## src/rtl/dl_report_engine_if.sv

```systemverilog
// Report stream of the deadlock report engine: one record per beat, valid/ready handshake.
// The engine drives records and the sticky overflow flag; the consumer drives ready.
interface dl_report_engine_if #(
  parameter int IDX_W = 1
) ();
  logic             rpt_valid;
  logic             rpt_ready;
  logic [1:0]       rpt_kind;
  logic [IDX_W-1:0] rpt_idx;
  logic [7:0]       rpt_cycle;
  logic             rpt_overflow;

  modport master (
    output rpt_valid, rpt_kind, rpt_idx, rpt_cycle, rpt_overflow,
    input  rpt_ready
  );

  modport slave (
    input  rpt_valid, rpt_kind, rpt_idx, rpt_cycle, rpt_overflow,
    output rpt_ready
  );
endinterface

```

## src/rtl/dl_report_engine.sv

```systemverilog
// Deadlock detector: filters a stable blocked-process pattern, then traces each token
// cycle through the processes and streams START/COMP/END records through a small FIFO.
module dl_report_engine #(
  parameter int PROC_NUM      = 2,
  parameter int FILTER_CYCLES = 1000,
  parameter int RPT_DEPTH     = 4
) (
  input  logic                dl_clock,
  input  logic                dl_reset,
  input  logic [PROC_NUM-1:0] dl_in_vec,
  output logic                dl_detect_out,
  output logic [PROC_NUM-1:0] origin,
  output logic                token_clear,
  dl_report_engine_if.master  rpt
);
  localparam int IDX_W = (PROC_NUM > 2) ? $clog2(PROC_NUM) : 1;
  localparam int AW    = $clog2(RPT_DEPTH);
  localparam logic [1:0] KIND_START = 2'b00;
  localparam logic [1:0] KIND_COMP  = 2'b01;
  localparam logic [1:0] KIND_END   = 2'b10;

  typedef enum logic [2:0] {
    ST_IDLE     = 3'd0,
    ST_FILTER   = 3'd1,
    ST_DETECTED = 3'd2,
    ST_REPORT   = 3'd3,
    ST_DONE     = 3'd4
  } state_t;

  typedef struct packed {
    logic [1:0]       kind;
    logic [IDX_W-1:0] idx;
    logic [7:0]       cyc;
  } rec_t;

  state_t              state_r, state_nxt_s;
  logic [31:0]         cnt_r, cnt_nxt_s;
  logic [PROC_NUM-1:0] detect_r, detect_nxt_s;
  logic [PROC_NUM-1:0] done_r, done_nxt_s;
  logic [PROC_NUM-1:0] origin_reg_r, origin_reg_nxt_s;
  logic [7:0]          cycle_id_r, cycle_id_nxt_s, cycle_prev_s;
  logic [PROC_NUM-1:0] origin_s;
  logic                token_clear_s;
  logic                push_s;
  rec_t                push_rec_s;

  rec_t                mem_r [RPT_DEPTH];
  logic [AW:0]         wr_ptr_r, rd_ptr_r;
  logic                overflow_r;
  logic                empty_s, full_s, pop_s, push_ok_s, drop_s;

  function automatic logic [IDX_W-1:0] idx_of(input logic [PROC_NUM-1:0] v);
    idx_of = '0;
    for (int i = 0; i < PROC_NUM; i++) begin
      if (v[i]) begin
        idx_of = IDX_W'(i);
      end else begin
        idx_of = idx_of;
      end
    end
  endfunction

  function automatic logic [PROC_NUM-1:0] onehot_hi(input logic [PROC_NUM-1:0] v);
    onehot_hi = '0;
    for (int i = 0; i < PROC_NUM; i++) begin
      if (v[i]) begin
        onehot_hi    = '0;
        onehot_hi[i] = 1'b1;
      end else begin
        onehot_hi = onehot_hi;
      end
    end
  endfunction

  // FSM next state, trace bookkeeping and record generation
  always_comb begin
    state_nxt_s      = state_r;
    cnt_nxt_s        = cnt_r;
    detect_nxt_s     = detect_r;
    done_nxt_s       = done_r;
    origin_reg_nxt_s = origin_reg_r;
    cycle_id_nxt_s   = cycle_id_r;
    cycle_prev_s     = cycle_id_r - 8'd1;
    origin_s         = '0;
    token_clear_s    = 1'b0;
    push_s           = 1'b0;
    push_rec_s       = '0;
    case (state_r)
      ST_IDLE: begin
        detect_nxt_s = dl_in_vec;
        cnt_nxt_s    = 32'd0;
        if (dl_in_vec != '0) begin
          state_nxt_s = ST_FILTER;
        end else begin
          state_nxt_s = ST_IDLE;
        end
      end
      ST_FILTER: begin
        if (cnt_r >= 32'(FILTER_CYCLES)) begin
          state_nxt_s = ST_DETECTED;
        end else if ((detect_r & ~dl_in_vec) != '0) begin
          state_nxt_s = ST_IDLE;
          cnt_nxt_s   = 32'd0;
        end else if (cnt_r != 32'hFFFF_FFFF) begin
          cnt_nxt_s = cnt_r + 32'd1;
        end else begin
          cnt_nxt_s = cnt_r;
        end
      end
      ST_DETECTED: begin
        origin_s = onehot_hi(detect_r & ~done_r);
        if (detect_r != done_r) begin
          push_s           = 1'b1;
          push_rec_s       = '{kind: KIND_START, idx: idx_of(origin_s), cyc: cycle_id_r};
          origin_reg_nxt_s = origin_s;
          cycle_id_nxt_s   = cycle_id_r + 8'd1;
          state_nxt_s      = ST_REPORT;
        end else begin
          push_s      = 1'b1;
          push_rec_s  = '{kind: KIND_END, idx: IDX_W'(cycle_prev_s), cyc: cycle_prev_s};
          state_nxt_s = ST_DONE;
        end
      end
      ST_REPORT: begin
        if ((dl_in_vec & origin_reg_r) != '0) begin
          token_clear_s = 1'b1;
          state_nxt_s   = ST_DETECTED;
        end else if (dl_in_vec != '0) begin
          push_s     = 1'b1;
          push_rec_s = '{kind: KIND_COMP, idx: idx_of(dl_in_vec), cyc: cycle_prev_s};
        end else begin
          push_s = 1'b0;
        end
        if ((dl_in_vec & detect_r) != '0) begin
          done_nxt_s = done_r | dl_in_vec;
        end else begin
          done_nxt_s = done_r;
        end
      end
      ST_DONE: begin
        state_nxt_s = ST_DONE;
      end
      default: begin
        state_nxt_s = ST_IDLE;
      end
    endcase
  end

  // FIFO occupancy and push/pop arbitration; a pop frees room for a same-cycle push
  always_comb begin
    empty_s   = (wr_ptr_r == rd_ptr_r);
    full_s    = (wr_ptr_r[AW] != rd_ptr_r[AW]) && (wr_ptr_r[AW-1:0] == rd_ptr_r[AW-1:0]);
    pop_s     = !empty_s && rpt.rpt_ready;
    push_ok_s = push_s && (!full_s || pop_s);
    drop_s    = push_s && full_s && !pop_s;
  end

  // State, trace registers, FIFO pointers and sticky overflow
  always_ff @(posedge dl_clock) begin
    if (dl_reset) begin
      state_r      <= ST_IDLE;
      cnt_r        <= 32'd0;
      detect_r     <= '0;
      done_r       <= '0;
      origin_reg_r <= '0;
      cycle_id_r   <= 8'd1;
      wr_ptr_r     <= '0;
      rd_ptr_r     <= '0;
      overflow_r   <= 1'b0;
    end else begin
      state_r      <= state_nxt_s;
      cnt_r        <= cnt_nxt_s;
      detect_r     <= detect_nxt_s;
      done_r       <= done_nxt_s;
      origin_reg_r <= origin_reg_nxt_s;
      cycle_id_r   <= cycle_id_nxt_s;
      if (pop_s) begin
        rd_ptr_r <= rd_ptr_r + (AW + 1)'(1);
      end
      if (push_ok_s) begin
        wr_ptr_r <= wr_ptr_r + (AW + 1)'(1);
      end
      if (drop_s) begin
        overflow_r <= 1'b1;
      end
    end
  end

  // Record storage; contents are only meaningful between the pointers
  always_ff @(posedge dl_clock) begin
    if (push_ok_s && !dl_reset) begin
      mem_r[wr_ptr_r[AW-1:0]] <= push_rec_s;
    end
  end

  assign dl_detect_out    = (|detect_r) &&
                            (state_r inside {ST_DETECTED, ST_REPORT, ST_DONE});
  assign origin           = origin_s;
  assign token_clear      = token_clear_s;
  assign rpt.rpt_valid    = !empty_s;
  assign rpt.rpt_kind     = mem_r[rd_ptr_r[AW-1:0]].kind;
  assign rpt.rpt_idx      = mem_r[rd_ptr_r[AW-1:0]].idx;
  assign rpt.rpt_cycle    = mem_r[rd_ptr_r[AW-1:0]].cyc;
  assign rpt.rpt_overflow = overflow_r;
endmodule

```

## src/flat_wrapper.sv

```systemverilog
// flat-port wrapper written by rule: the top's interface ports become plain ports
module dl_report_engine_flat 
#(
  parameter int PROC_NUM      = 2,
  parameter int FILTER_CYCLES = 1000,
  parameter int RPT_DEPTH     = 4
)
  (dl_clock, dl_reset, dl_in_vec, dl_detect_out, origin, token_clear, rpt_rpt_valid, rpt_rpt_kind, rpt_rpt_idx, rpt_rpt_cycle, rpt_rpt_overflow, rpt_rpt_ready);
  dl_report_engine_if #(.IDX_W((1))) rpt_i ();
  input  logic dl_clock;
  input  logic dl_reset;
  input  logic [PROC_NUM-1:0] dl_in_vec;
  output logic dl_detect_out;
  output logic [PROC_NUM-1:0] origin;
  output logic token_clear;
  output wire logic [$bits(rpt_i.rpt_valid)-1:0] rpt_rpt_valid;
  output wire logic [$bits(rpt_i.rpt_kind)-1:0] rpt_rpt_kind;
  output wire logic [$bits(rpt_i.rpt_idx)-1:0] rpt_rpt_idx;
  output wire logic [$bits(rpt_i.rpt_cycle)-1:0] rpt_rpt_cycle;
  output wire logic [$bits(rpt_i.rpt_overflow)-1:0] rpt_rpt_overflow;
  input wire logic [$bits(rpt_i.rpt_ready)-1:0] rpt_rpt_ready;
  assign rpt_rpt_valid = rpt_i.rpt_valid;
  assign rpt_rpt_kind = rpt_i.rpt_kind;
  assign rpt_rpt_idx = rpt_i.rpt_idx;
  assign rpt_rpt_cycle = rpt_i.rpt_cycle;
  assign rpt_rpt_overflow = rpt_i.rpt_overflow;
  assign rpt_i.rpt_ready = rpt_rpt_ready;
  dl_report_engine #(.PROC_NUM(PROC_NUM), .FILTER_CYCLES(FILTER_CYCLES), .RPT_DEPTH(RPT_DEPTH)) u_core (.dl_clock(dl_clock), .dl_reset(dl_reset), .dl_in_vec(dl_in_vec), .dl_detect_out(dl_detect_out), .origin(origin), .token_clear(token_clear), .rpt(rpt_i));
endmodule
```

## config.mk

```make
export PLATFORM = sky130hd
export DESIGN_NAME = dl_report_engine_flat
export DESIGN_NICKNAME = d
export VERILOG_FILES = /design/src/rtl/dl_report_engine_if.sv /design/src/rtl/dl_report_engine.sv /design/src/flat_wrapper.sv
export SDC_FILE = /design/constraint.sdc
export NUM_CORES = 1
export LEC_CHECK = 0
export CORE_AREA = 3 3 119 121
export DETAILED_ROUTE_END_ITERATION = 8
export DIE_AREA = 0 0 122 124
export SYNTH_ARGS = -nofsm -noshare
export SYNTH_HDL_FRONTEND = slang
export SYNTH_SLANG_ARGS = --single-unit
```

## constraint.sdc

```tcl
create_clock -name dl_clock -period 3.2 [get_ports dl_clock]
set_clock_uncertainty 0.15 [all_clocks]
set_input_delay 0.8 -clock dl_clock [delete_from_list [all_inputs] [get_ports dl_clock]]
set_output_delay 0.8 -clock dl_clock [all_outputs]
set_load 0.05 [all_outputs]
```

== Yosys cells after proc, flatten, opt, wreduce, memory -nomap -nowiden ==
Memories as Yosys holds them, arrays and structs flattened. A register that Yosys moved wholly into a read port is not among the register bits.
Index checks and enable logic that the tools add are counted.

* Add/sub/neg operators: 5
* Mux-type cells: 29
* Bitwise logic cells: 7
* Eq/ne operators: 13
* $lt $le $gt $ge: 1
* Reduce and logical (&&, ||, !) cells: 24

{| class="wikitable"
|+ Operator list
! cell !! count
|-
| 32-bit two-way mux || 3
|-
| 32-bit one-hot mux with 2 select lines || 1
|-
| 32-bit by 1-bit adder with 32-bit output (second input constant) || 1
|-
| 32-bit by 10-bit greater-or-equal comparator with 1-bit output (second input constant) || 1
|-
| 32-bit != test (second input constant) || 1
|-
| 11-bit two-way mux || 2
|-
| 11-bit one-hot mux with 2 select lines || 1
|-
| 3-bit one-hot mux with 5 select lines || 1
|-
| 3-bit two-way mux || 4
|-
| 1-bit two-way mux || 10
|-
| 10-bit two-way mux || 1
|-
| 2-bit two-way mux || 5
|-
| 2-bit nonzero test || 5
|-
| 8-bit by 1-bit adder with 8-bit output (second input constant) || 1
|-
| 2-bit bitwise AND || 4
|-
| 8-bit by 1-bit subtractor with 8-bit output (second input constant) || 1
|-
| 1-bit logical AND || 7
|-
| 3-bit by 1-bit adder with 3-bit output (second input constant) || 2
|-
| 3-bit by 2-bit equality test with 1-bit output (second input constant) || 2
|-
| 3-bit by 1-bit != test with 1-bit output (second input constant) || 2
|-
| 2-bit AND reduction || 3
|-
| 1-bit zero test || 4
|-
| 2-bit NOT || 2
|-
| 3-bit by 1-bit equality test with 1-bit output (second input constant) || 1
|-
| other kinds (14) || 14
|}

* Word-level logic and storage cells: 89
* Bits of input ports: 5
* Memories: 1
* Bits in registers: 56
* Bits in writable memories: 44

{| class="wikitable"
|+ Memory list
! memory !! depth !! width !! read ports !! clocked after memory_dff !! wr ports !! RTL line !! text
|-
| u_core.mem_r || 4 || 11 || 1 || 1 || 1 || dl_report_engine.sv:47 || <nowiki>rec_t mem_r [RPT_DEPTH];</nowiki>
|}

== Longest topological paths before layout ==
Gate-level depths: netlist of the first run.

* Depth in word-level cells: 8
* Gate-level depth with buffers: 8
* Depth with buffers taken out: 7

== Least setup slack after synthesis of the first run ==
OpenSTA, ideal clock, no wires.

* Path kind: reg2out
* From: register u_core.state_r[0]
* To: output origin[0]
* Path buffers: 1
* Setup slack: 0.186 ns
* Arrival: 2.064 ns
* Stages on the path, launching flop included: 4
* Required time: 2.250 ns
* Path through: dfxtp_1 -> buf_2 -> or3b_4 -> nor3b_1

* Word-level cells in the longest chain between the ends: 2

{| class="wikitable"
|+ Ends and longest elaborated chain
! element !! RTL line !! text
|-
| start, declared || dl_report_engine.sv:36 || <nowiki>state_t state_r, state_nxt_s;</nowiki>
|-
| start signal, assigned || dl_report_engine.sv:171 || <nowiki>state_r <= state_nxt_s;</nowiki>
|-
| 3-bit by 2-bit equality test with 1-bit output || dl_report_engine.sv:88 || <nowiki>case (state_r)</nowiki>
|-
| 2-bit two-way mux || dl_report_engine.sv:88 ||
|-
| end, declared || flat_wrapper.sv:14 || <nowiki>output logic [PROC_NUM-1:0] origin;</nowiki>
|}

No other way between the ends.

== Final worst setup path of the first run ==
* From: register u_core.state_r[2]
* To: output dl_detect_out

* Word-level cells in the longest chain between the ends: 3
* Elaborated cells between the ends (all ways): 5
* Those cells by class: 3 x eq/ne; 2 x reduce/logical

{| class="wikitable"
|+ Ends and longest elaborated chain
! element !! RTL line !! text
|-
| 3-bit by 2-bit equality test with 1-bit output or 3-bit equality test (tied branches) || dl_report_engine.sv:197 || <nowiki>(state_r inside {ST_DETECTED, ST_REPORT, ST_DONE});</nowiki>
|-
| 3-bit nonzero test (*) || dl_report_engine.sv:197 ||
|-
| 1-bit logical AND (*) || dl_report_engine.sv:196 || <nowiki>assign dl_detect_out = (|detect_r) &&</nowiki>
|-
| end, declared || flat_wrapper.sv:13 || <nowiki>output logic dl_detect_out;</nowiki>
|}

Mark *: on every way between the ends. The rest lies on a longest branch, timed or not.

==> impl_metrics.yaml, run 1 <==
outcome:
  status: "finished, final reports clean"
timing:
  hold_viol_final: 0
  final.setup.tns_ps: 0
  setup-violations-final: 0
  final.setup.worst_slack_ps: 164
  slew_at_the_pin_closest_to_its_max_slew_limit_ps: 826
  min_period_ps: 3040
  rsz0062_at_grt: "false"
  worst_slew_margin_rel: 0.447
  min_period_over_period: 0.949
  max_freq_mhz: 329
  report.final.slew_viol_count: 0
clock_network:
  cts_hold_buffers: 0
  clkLatencyLatePin_ps: 350
  tritoncts: "done"
  post-cts-setup-buffer-count: 0
  postCtsResizedCells: 1
  cts.htree.levels: 3
  number_of_buffers_on_the_longest_clock_path: 2
  cts_buffers: 9
  tritoncts_num_sinks: 102
  clock_tree.root_cell: "sky130_fd_sc_hd__clkbuf_16"
  path_clk_slew_ps: 60
route:
  avgViaCountPerCell: 5.12
  route.vias.total: 3255
  route.detailed.wl_per_inst_um: 14.3
  drt_iter0_drc: 265
  first_pass_iters: 5
  remaining_number_of_nets_flagged_by_the_antenna_check_after_routing: 0
  wl_um: 9120
  drc: 0
floorplanning:
  dieHeight_um: 124
  initial_utilization: 0.348
  floorplan.die.width_um: 122
  floorplan.die_area_sq_mm: 0.0151
  coreArea_sq_mm: 0.0132
  boundary_pins: 22
  placementRows: 42
power:
  static-leakage-power_uw: 0.00181
  power_per_cell_area_mw_per_mm2: 458
  clkPwrFrac: 0.414
  power_switching_uw: 535
  internal_power_consumption_uw: 1920
  vdd_ir_drop_max_v: 0.000320
  p_comb_frac: 0.035
  power.sequential.fraction: 0.552
  power.share.switching: 0.218
global_route:
  globalRouteOverflowTotal: 0
  grt-busiest-layer: "met2"
  use_met1: 0.158
  antenna_found_initial: 0
  grt_start_max_net_pins: 31
  grt_use_met2: 0.225
  grt_util_met3: 0.0436
  grtUsageTotal: 0.131
  global_route_wire_length_before_repair_um: 15400
  number_of_global_route_vias_before_repair: 3150
critical_path:
  timing.critical_path.required_ps: 2250
  critPathLaunchType: "flop"
  r2r_end: "u_core.mem_r[3][10]"
  worstPathArrival_ps: 2090
  timing.critical_path.from: "u_core.state_r[2]"
  path_class: "flop to output port"
  crit_chain: "inv_1 > nor3_1 > o22a_1 > clkdlybuf4s50_1"
  timing.critical_path.to: "dl_detect_out"
  crit_cells: 4
  crit_buf_inv: 2
  endpoint_kind: "output port"
  timing.critical_path.slowest_cell_delay_ps: 800
  regToRegStartpoint: "u_core.state_r[1]"
  timing.critical_path.max_delay_family: "buffers and inverters"
  crit_slowest_cell: "sky130_fd_sc_hd__clkdlybuf4s50_1"
  worstPathMaxFanout: 9
  ff2ff_path_depth: 6
  r2r_slack_ps: 870
final_layout:
  fillers: 1285
  fin_util: 0.406
  area_growth_syn_to_fin_pct: 16.9
  final_net_count: 471
  antenna_cells: 0
  drive_gt1_frac: 0.170
  most_frequent_cells_in_the_layout: "58 x sky130_fd_sc_hd__dfxtp_1, 44 x sky130_fd_sc_hd__edfxtp_1, 42 x sky130_fd_sc_hd__nor2_1, 31 x sky130_fd_sc_hd__nand2_1, 30 x sky130_fd_sc_hd__a21oi_1"
  layout.cells.most_common: "sky130_fd_sc_hd__dfxtp_1"
placed_design:
  placement.io_buffers: 21
  final_hpwl_dp_um: 6540
  dp_worst_setup_slack_ps: 134
  gp_congestion: 0.842
yosys:
  synthesis.area_per_instance_sq_um: 10.8
  synthFlopType: "sky130_fd_sc_hd__dfxtp_1"
  synth_cell_type_count: 56
  synth_enable_flop_cells: 44
  ys_seq_elements: 102
  ys_seq_area_frac: 0.541
  synthesized_cell_area_sq_mm: 0.00458
  synth-warning-count: 0
  synthesis.instances: 425
  synth.net_count: 441
  async_flop_share: 0
worst_hold_path:
  hold_class: "flop to flop"
job:
  max_cap_violations: 0
## kinds of logic (layout without fill, tap and decap cells)
family                     Yosys count  count (layout)  share of synthesized area
AOI/OAI and AO/OA                   82              82                      0.110
xor gates and xnor gates            13              13                     0.0248
adders and majority gates           11              11                     0.0300
buffers and inverters               37              72                     0.0377
DFF                                102             102                      0.541
muxes                               12              12                     0.0562
and+or+nand+nor                    168             168                      0.200
## per-stage QoR
stage          hold WS [ps]  instance area [sq um]  power, uW  cells
6_report                312                   5360       2450    636
5_1_grt                 343                   5360       2560    636
4_1_cts                 313                   5360       2490    636
3_5_place_dp            304                   5090       1470    620
3_3_place_gp            297                   5090       1470    620
2_1_floorplan           281                   4580       1440    425
## power by group through the flow
| stage | Combinational (uW) | Clock (uW) | Sequential (uW) |
|---|---|---|---|
| floorplan | 56.4 | 0 | 1380 |
| finish | 85.0 | 1020 | 1350 |
| detailed placement | 84.9 | 0 | 1380 |
| global route | 95.5 | 1110 | 1350 |
| CTS | 85.3 | 1050 | 1350 |
| global placement | 84.0 | 0 | 1380 |
## worst min-delay path by stage
stage | from | to | cells after the start
after CTS | u_core.origin_reg_r[1] | u_core.origin_reg_r[1] | 2
after detailed placement | u_core.origin_reg_r[1] | u_core.origin_reg_r[1] | 2
final | u_core.cnt_r[29] | u_core.cnt_r[29] | 2
after global placement | u_core.cnt_r[29] | u_core.cnt_r[29] | 2
after floorplan | u_core.cnt_r[29] | u_core.cnt_r[29] | 2
after global routing | u_core.origin_reg_r[1] | u_core.origin_reg_r[1] | 2
## sequential cells by signal (all words and copies together) (netlist names), named ones only
| register | count |
|---|---|
| u_core.mem_r | 44 |
| u_core.cnt_r | 32 |
| u_core.cycle_id_r | 8 |
| u_core.rd_ptr_r | 3 |
| u_core.state_r | 3 |
| u_core.wr_ptr_r | 3 |
| u_core.detect_r | 2 |
| u_core.done_r | 2 |
| u_core.origin_reg_r | 2 |
| u_core.rpt.rpt_overflow | 1 |
## layout make-up
class	count	area [sq um]	area share
clock buffers	11	233	0.0434
clock inverters	5	42.5	0.00793
inverters	16	60.1	0.0112
multi-input cells	286	1930	0.360
flip-flops and latches	102	2480	0.463
well taps	176	220	0.0411
repair buffers	40	394	0.0735
## synthesized netlist by cell type (all sizes together), types with 11 or more instances
master,n,area share
edfxtp,44,0.29
nor2,56,0.053
a31oi,12,0.016
nor3,13,0.017
mux4,11,0.054
ha,11,0.030
nand2,31,0.025
inv,16,0.013
o21ai,20,0.022
buf,11,0.016
dfxtp,58,0.25
a21oi,31,0.036
## metal layers
layer	vias up	wire, um
met2	55	4560
met4	0	96
met3	9	322
li1	1616	-
met1	1575	4140
met5	-	0
## worst min-delay path: stages (launching register included)
cell and delay (ps):
sky130_fd_sc_hd__dfxtp_1 320, sky130_fd_sc_hd__inv_1 60, sky130_fd_sc_hd__nor2_2 30
No activity file was read; power rests on OpenSTA's default activity.
==> run 2: changes to the inputs <==
--- a/config.mk
+++ b/config.mk
@@ -5,6 +5,7 @@
 export SDC_FILE = /design/constraint.sdc
 export NUM_CORES = 1
 export LEC_CHECK = 0
+export ABC_AREA = 1
 export CORE_AREA = 3 3 119 121
 export DETAILED_ROUTE_END_ITERATION = 8
 export DIE_AREA = 0 0 122 124
==> run 2 against run 1 <==
  * Hold slack got worse by 28 ps
  * Setup slack improved by 52 ps
  * Combinational power rose to 3.0 times the previous value
  * Critical path depth did not move
  * Clock power rose by 20%
  * Power rose by 16%
  * Clock-buffer cell count rose by 1
  * Core utilization fell by 0.67 points
  * Die area did not move
  * First-iteration DRC count fell by 25%
  * Sequential cell count did not move
  * Final area fell by 1.7%
==> impl_metrics.yaml, run 2 <==
job:
  max_cap_violations: 0
clock_network:
  cts.htree.levels: 3
  number_of_buffers_on_the_longest_clock_path: 2
  path_clk_slew_ps: 60
  clock_tree.root_cell: "sky130_fd_sc_hd__clkbuf_16"
  clkLatencyLatePin_ps: 340
  post-cts-setup-buffer-count: 0
  cts_hold_buffers: 0
  tritoncts: "done"
  cts_buffers: 9
  postCtsResizedCells: 0
  tritoncts_num_sinks: 102
yosys:
  synth_cell_type_count: 35
  ys_seq_elements: 102
  synth.net_count: 552
  synth_largest_type_area_fraction: 0.289
  synthesis.instances: 536
  synthFlopType: "sky130_fd_sc_hd__dfxtp_1"
  yosys-top-cells-count: "103 x sky130_fd_sc_hd__nand2_1, 98 x sky130_fd_sc_hd__nor2_1, 58 x sky130_fd_sc_hd__dfxtp_1, 50 x sky130_fd_sc_hd__inv_1, 44 x sky130_fd_sc_hd__edfxtp_1"
  yosys.cell_count.top_type: "sky130_fd_sc_hd__nand2_1"
  synth-warning-count: 0
  synth_enable_flop_cells: 44
  cell_taking_the_most_area_after_synthesis: "sky130_fd_sc_hd__edfxtp_1"
  synthesis.area_per_instance_sq_um: 8.53
  async_flop_share: 0
  ys_seq_area_frac: 0.543
  synthesized_cell_area_sq_mm: 0.00457
  synth_area_leaders: "sky130_fd_sc_hd__edfxtp_1 29%, sky130_fd_sc_hd__dfxtp_1 25%, sky130_fd_sc_hd__nand2_1 8.5%"
route:
  remaining_number_of_nets_flagged_by_the_antenna_check_after_routing: 0
  drc: 0
  avgViaCountPerCell: 4.67
  route.detailed.wl_per_inst_um: 12.4
  wl_um: 9130
  first_pass_iters: 4
  drt_iter0_drc: 199
  route.vias.total: 3435
critical_path:
  ff2ff_path_depth: 11
  endpoint_kind: "output port"
  worstPathArrival_ps: 2030
  worstPathMaxFanout: 6
  critPathLaunchType: "flop"
  path_class: "flop to output port"
  timing.critical_path.required_ps: 2250
  r2r_slack_ps: 1150
final_layout:
  multi_input_area_sq_mm: 0.00179
  postLayoutCellArea_sq_mm: 0.00527
  antenna_cells: 0
  area_used_by_sequential_logic_in_the_layout_sq_mm: 0.00248
  drive_gt1_frac: 0.0857
  most_frequent_cells_in_the_layout: "103 x sky130_fd_sc_hd__nand2_1, 98 x sky130_fd_sc_hd__nor2_1, 58 x sky130_fd_sc_hd__dfxtp_1, 50 x sky130_fd_sc_hd__inv_1, 44 x sky130_fd_sc_hd__edfxtp_1"
  fillers: 1296
  final_net_count: 571
  largest_reg_flops: 44
  fin_util: 0.400
  area_growth_syn_to_fin_pct: 15.3
  layout.cells.most_common: "sky130_fd_sc_hd__nand2_1"
power:
  vdd_ir_drop_max_v: 0.000246
  static-leakage-power_uw: 0.00201
  power_per_cell_area_mw_per_mm2: 540
floorplanning:
  dieHeight_um: 124
  floorplan.die_area_sq_mm: 0.0151
  boundary_pins: 22
  floorplan.die.width_um: 122
  initial_utilization: 0.347
  coreArea_sq_mm: 0.0132
  placementRows: 42
timing:
  hold-worst-slack_ps: 284
  worst_slew_margin_rel: 0.612
  hold_viol_final: 0
  rsz0062_at_grt: "false"
  slew_at_the_pin_closest_to_its_max_slew_limit_ps: 582
  max_freq_mhz: 335
  min_period_over_period: 0.932
  final.setup.tns_ps: 0
  min_period_ps: 2980
  setup-violations-final: 0
  report.final.slew_viol_count: 0
placed_design:
  place_area_sq_mm: 0.00493
  gp_congestion: 0.888
  placement.io_buffers: 21
  final_hpwl_dp_um: 6430
global_route:
  number_of_global_route_vias_before_repair: 3240
  grt_start_max_net_pins: 43
  global_route_wire_length_before_repair_um: 15900
  antenna_found_initial: 0
  grtUsageTotal: 0.132
  globalRouteOverflowTotal: 0
worst_hold_path:
  hold_path_depth: 2
  hold_class: "flop to flop"
outcome:
  status: "finished, final reports clean"
==> run 2: cell type report <==
| cell class | count | area share |
|---|---|---|
| clock buffer | 12 | 0.0449 |
| clock inverter | 4 | 0.0185 |
| multi-input combinational | 361 | 0.339 |
| inverter | 53 | 0.0377 |
| sequential | 102 | 0.471 |
| tap | 176 | 0.0418 |
| timing repair buffer | 28 | 0.0475 |
==> run 2: worst paths after layout <==
| kind | from | endpoint |
|---|---|---|
| hold reg to reg | u_core.cnt_r[12] | u_core.cnt_r[12] |
| hold / removal | u_core.cnt_r[12] | u_core.cnt_r[12] |
| setup / recovery | u_core.wr_ptr_r[1] | rpt_rpt_valid |
| setup reg to reg | u_core.state_r[1] | u_core.mem_r[2][5] |
==> run 2: stage by stage <==
stage | power (uW) | worst slack, ps | std cells
2_1_floorplan | 1580 | 734 | 536
3_3_place_gp | 1660 | 375 | 720
3_5_place_dp | 1660 | 334 | 720
4_1_cts | 2870 | 82.4 | 736
5_1_grt | 2960 | 46.5 | 736
6_report | 2850 | 216 | 736
==> run 2: report_power, final <==
part	internal, uW	total, uW	switching [uW]
registers	1360	1370	15.8
clock network	765	1220	450
logic	72.8	259	186
total	2190	2850	652
==> run 2: worst max-delay path, cell delays in order (launching register included) <==
cell and delay [ps]:
sky130_fd_sc_hd__dfxtp_1 360, sky130_fd_sc_hd__or2_0 230, sky130_fd_sc_hd__a21oi_1 240, sky130_fd_sc_hd__nand2_1 140
sky130_fd_sc_hd__clkdlybuf4s50_1 720
==> run 2: metal layers <==
layer / wire length [um] / part of all wire / GRT usage / vias to the layer above
met5: 0 / 0 / 0 / -
met4: 111 / 0.012 / 0.0434 / 0
li1: - / - / - / 1808
met3: 370 / 0.041 / 0.0332 / 8
met1: 4600 / 0.50 / 0.183 / 1576
met2: 4050 / 0.44 / 0.202 / 43
==> run 2: cell families (layout without fill, tap and decap cells) <==
family | after synthesis | in the layout | share of synthesized area
buf+inv | 73 | 97 | 0.0665
compound gates | 91 | 91 | 0.112
flops | 102 | 102 | 0.543
xor+xnor | 11 | 11 | 0.0211
fa+ha+maj | 11 | 11 | 0.0301
simple gates | 248 | 248 | 0.228
==> run 3: changes to the inputs <==
--- a/config.mk
+++ b/config.mk
@@ -6,9 +6,9 @@
 export NUM_CORES = 1
 export LEC_CHECK = 0
 export ABC_AREA = 1
-export CORE_AREA = 3 3 119 121
+export CORE_AREA = 2 2 151 94
 export DETAILED_ROUTE_END_ITERATION = 8
-export DIE_AREA = 0 0 122 124
+export DIE_AREA = 0 0 153 96
 export SYNTH_ARGS = -nofsm -noshare
 export SYNTH_HDL_FRONTEND = slang
 export SYNTH_SLANG_ARGS = --single-unit
==> run 3 against run 2 <==
  * Final area down 0.97%
  * First-iteration DRC count up 5.0%
  * Clock power down 13%
  * Hold slack better by 3.6 ps
  * Non-clock buffer count unchanged
  * Global-route usage up 0.49 points
  * Critical endpoint is now origin[1]
  * Critical path depth up 1
  * Sequential cell count unchanged
  * Sequential power about the same
  * Wire length up 3.9%
  * Die area down 2.9%
==> impl_metrics.yaml, run 3 (synthesized netlist as in run 2, its figures left out) <==
critical_path:
  worstPathMaxFanout: 4
  path_class: "flop to output port"
  critPathLaunchType: "flop"
  crit_chain: "inv_2 > nor2_4 > nand2_1 > nor2_1 > clkdlybuf4s50_1"
  timing.critical_path.slowest_cell_delay_ps: 850
  endpoint_kind: "output port"
  timing.critical_path.required_ps: 2250
  worstPathArrival_ps: 2130
  crit_slowest_cell: "sky130_fd_sc_hd__clkdlybuf4s50_1"
timing:
  min_period_ps: 3080
  report.final.slew_viol_count: 0
  setup-violations-final: 0
  final.setup.tns_ps: 0
  hold_viol_final: 0
  slew_at_the_pin_closest_to_its_max_slew_limit_ps: 616
  final.setup.worst_slack_ps: 118
  rsz0062_at_grt: "false"
  max_freq_mhz: 324
  worst_slew_margin_rel: 0.589
  min_period_over_period: 0.963
global_route:
  antenna_found_initial: 0
  number_of_global_route_vias_before_repair: 3275
  global_route_wire_length_before_repair_um: 16000
  globalRouteOverflowTotal: 0
  grt_start_max_net_pins: 43
  grtUsageTotal: 0.137
floorplanning:
  dieHeight_um: 96
  placementRows: 33
  initial_utilization: 0.343
  boundary_pins: 22
  floorplan.die_area_sq_mm: 0.0147
  floorplan.die.width_um: 153
  coreArea_sq_mm: 0.0133
clock_network:
  cts_buffers: 9
  tritoncts_num_sinks: 102
  postCtsResizedCells: 0
  clock_tree.root_cell: "sky130_fd_sc_hd__clkbuf_16"
  path_clk_slew_ps: 70
  number_of_buffers_on_the_longest_clock_path: 2
  post-cts-setup-buffer-count: 0
  tritoncts: "done"
  cts.htree.levels: 3
  cts_hold_buffers: 0
  clkLatencyLatePin_ps: 350
final_layout:
  multi_input_area_sq_mm: 0.00179
  largest_reg_flops: 44
  area_used_by_sequential_logic_in_the_layout_sq_mm: 0.00248
  final_net_count: 571
  drive_gt1_frac: 0.0929
  fillers: 1319
  most_frequent_cells_in_the_layout: "103 x sky130_fd_sc_hd__nand2_1, 98 x sky130_fd_sc_hd__nor2_1, 58 x sky130_fd_sc_hd__dfxtp_1, 50 x sky130_fd_sc_hd__inv_1, 44 x sky130_fd_sc_hd__edfxtp_1"
  final_cells: 735
  area_growth_syn_to_fin_pct: 14.2
  antenna_cells: 0
  layout.cells.most_common: "sky130_fd_sc_hd__nand2_1"
route:
  avgViaCountPerCell: 4.76
  first_pass_iters: 4
  wl_um: 9490
  route.detailed.wl_per_inst_um: 12.9
  drt_iter0_drc: 209
  remaining_number_of_nets_flagged_by_the_antenna_check_after_routing: 0
  route.vias.total: 3495
  drc: 0
power:
  static-leakage-power_uw: 0.00196
  vdd_ir_drop_max_v: 0.000268
  power_per_cell_area_mw_per_mm2: 516
placed_design:
  dp_worst_setup_slack_ps: 336
  final_hpwl_dp_um: 6690
  total_instance_count_after_detailed_placement: 719
  placement.io_buffers: 21
  gp_congestion: 0.865
worst_hold_path:
  hold_class: "flop to flop"
job:
  max_cap_violations: 0
outcome:
  status: "finished, final reports clean"
==> run 3: cell types whose count changed in the layout (fill, tap and decap cells not counted) <==
| cell | change |
|---|---|
| sky130_fd_sc_hd__clkinv_4 | +1 |
| sky130_fd_sc_hd__dlymetal6s2s_1 | -2 |
| sky130_fd_sc_hd__clkdlybuf4s50_1 | +1 |
| sky130_fd_sc_hd__bufinv_16 | -3 |
| sky130_fd_sc_hd__inv_6 | +1 |
| sky130_fd_sc_hd__buf_4 | +1 |
| sky130_fd_sc_hd__inv_8 | +3 |
| sky130_fd_sc_hd__clkinvlp_4 | +1 |
| sky130_fd_sc_hd__clkbuf_1 | -3 |
==> run 3: metal layers <==
layer | GRT usage | vias up | routed length (um)
met5 | 0 | - | 0
met4 | 0.0455 | 0 | 134
met3 | 0.0329 | 13 | 466
met2 | 0.208 | 97 | 3870
met1 | 0.192 | 1586 | 5020
li1 | - | 1799 | -
==> run 3: final cells by class <==
cell class / count / share of cell area
inverters: 53 / 0.0381
flip-flops and latches: 102 / 0.475
well taps: 175 / 0.0419
multi-input cells: 361 / 0.342
repair buffers: 28 / 0.0465
clock buffers: 9 / 0.0431
clock inverters: 7 / 0.0127
==> run 3: power breakdown <==
group	internal [uW]	switching, uW
clock	548	514
sequential	1360	16.0
combinational	72.8	186
==> run 3: per-stage QoR <==
stage / power [uW] / hold WS [ps] / utilization / area [sq um]
6_report: 2690 / 287 / 0.392 / 5220
5_1_grt: 2790 / 303 / 0.392 / 5220
4_1_cts: 2710 / 289 / 0.392 / 5220
3_5_place_dp: 1660 / 277 / 0.370 / 4930
3_3_place_gp: 1660 / 272 / 0.370 / 4930
2_1_floorplan: 1580 / 262 / - / 4570
==> run 3: worst max-delay path, delay by kind of cell, from the launching register on <==
family                 cells  cell delay (ps)
buffers and inverters      2              930
AND/OR/NAND/NOR            3              450
flip-flops                 1              400
==> run 3: final timing paths <==
check                  endpoint               from  cells after the start  slack, ps
max                   origin[1]  u_core.state_r[1]                      5        120
min reg2reg    u_core.cnt_r[12]   u_core.cnt_r[12]                      2        290
min            u_core.cnt_r[12]   u_core.cnt_r[12]                      2        290
max reg2reg  u_core.mem_r[0][6]   u_core.done_r[1]                      7       1110
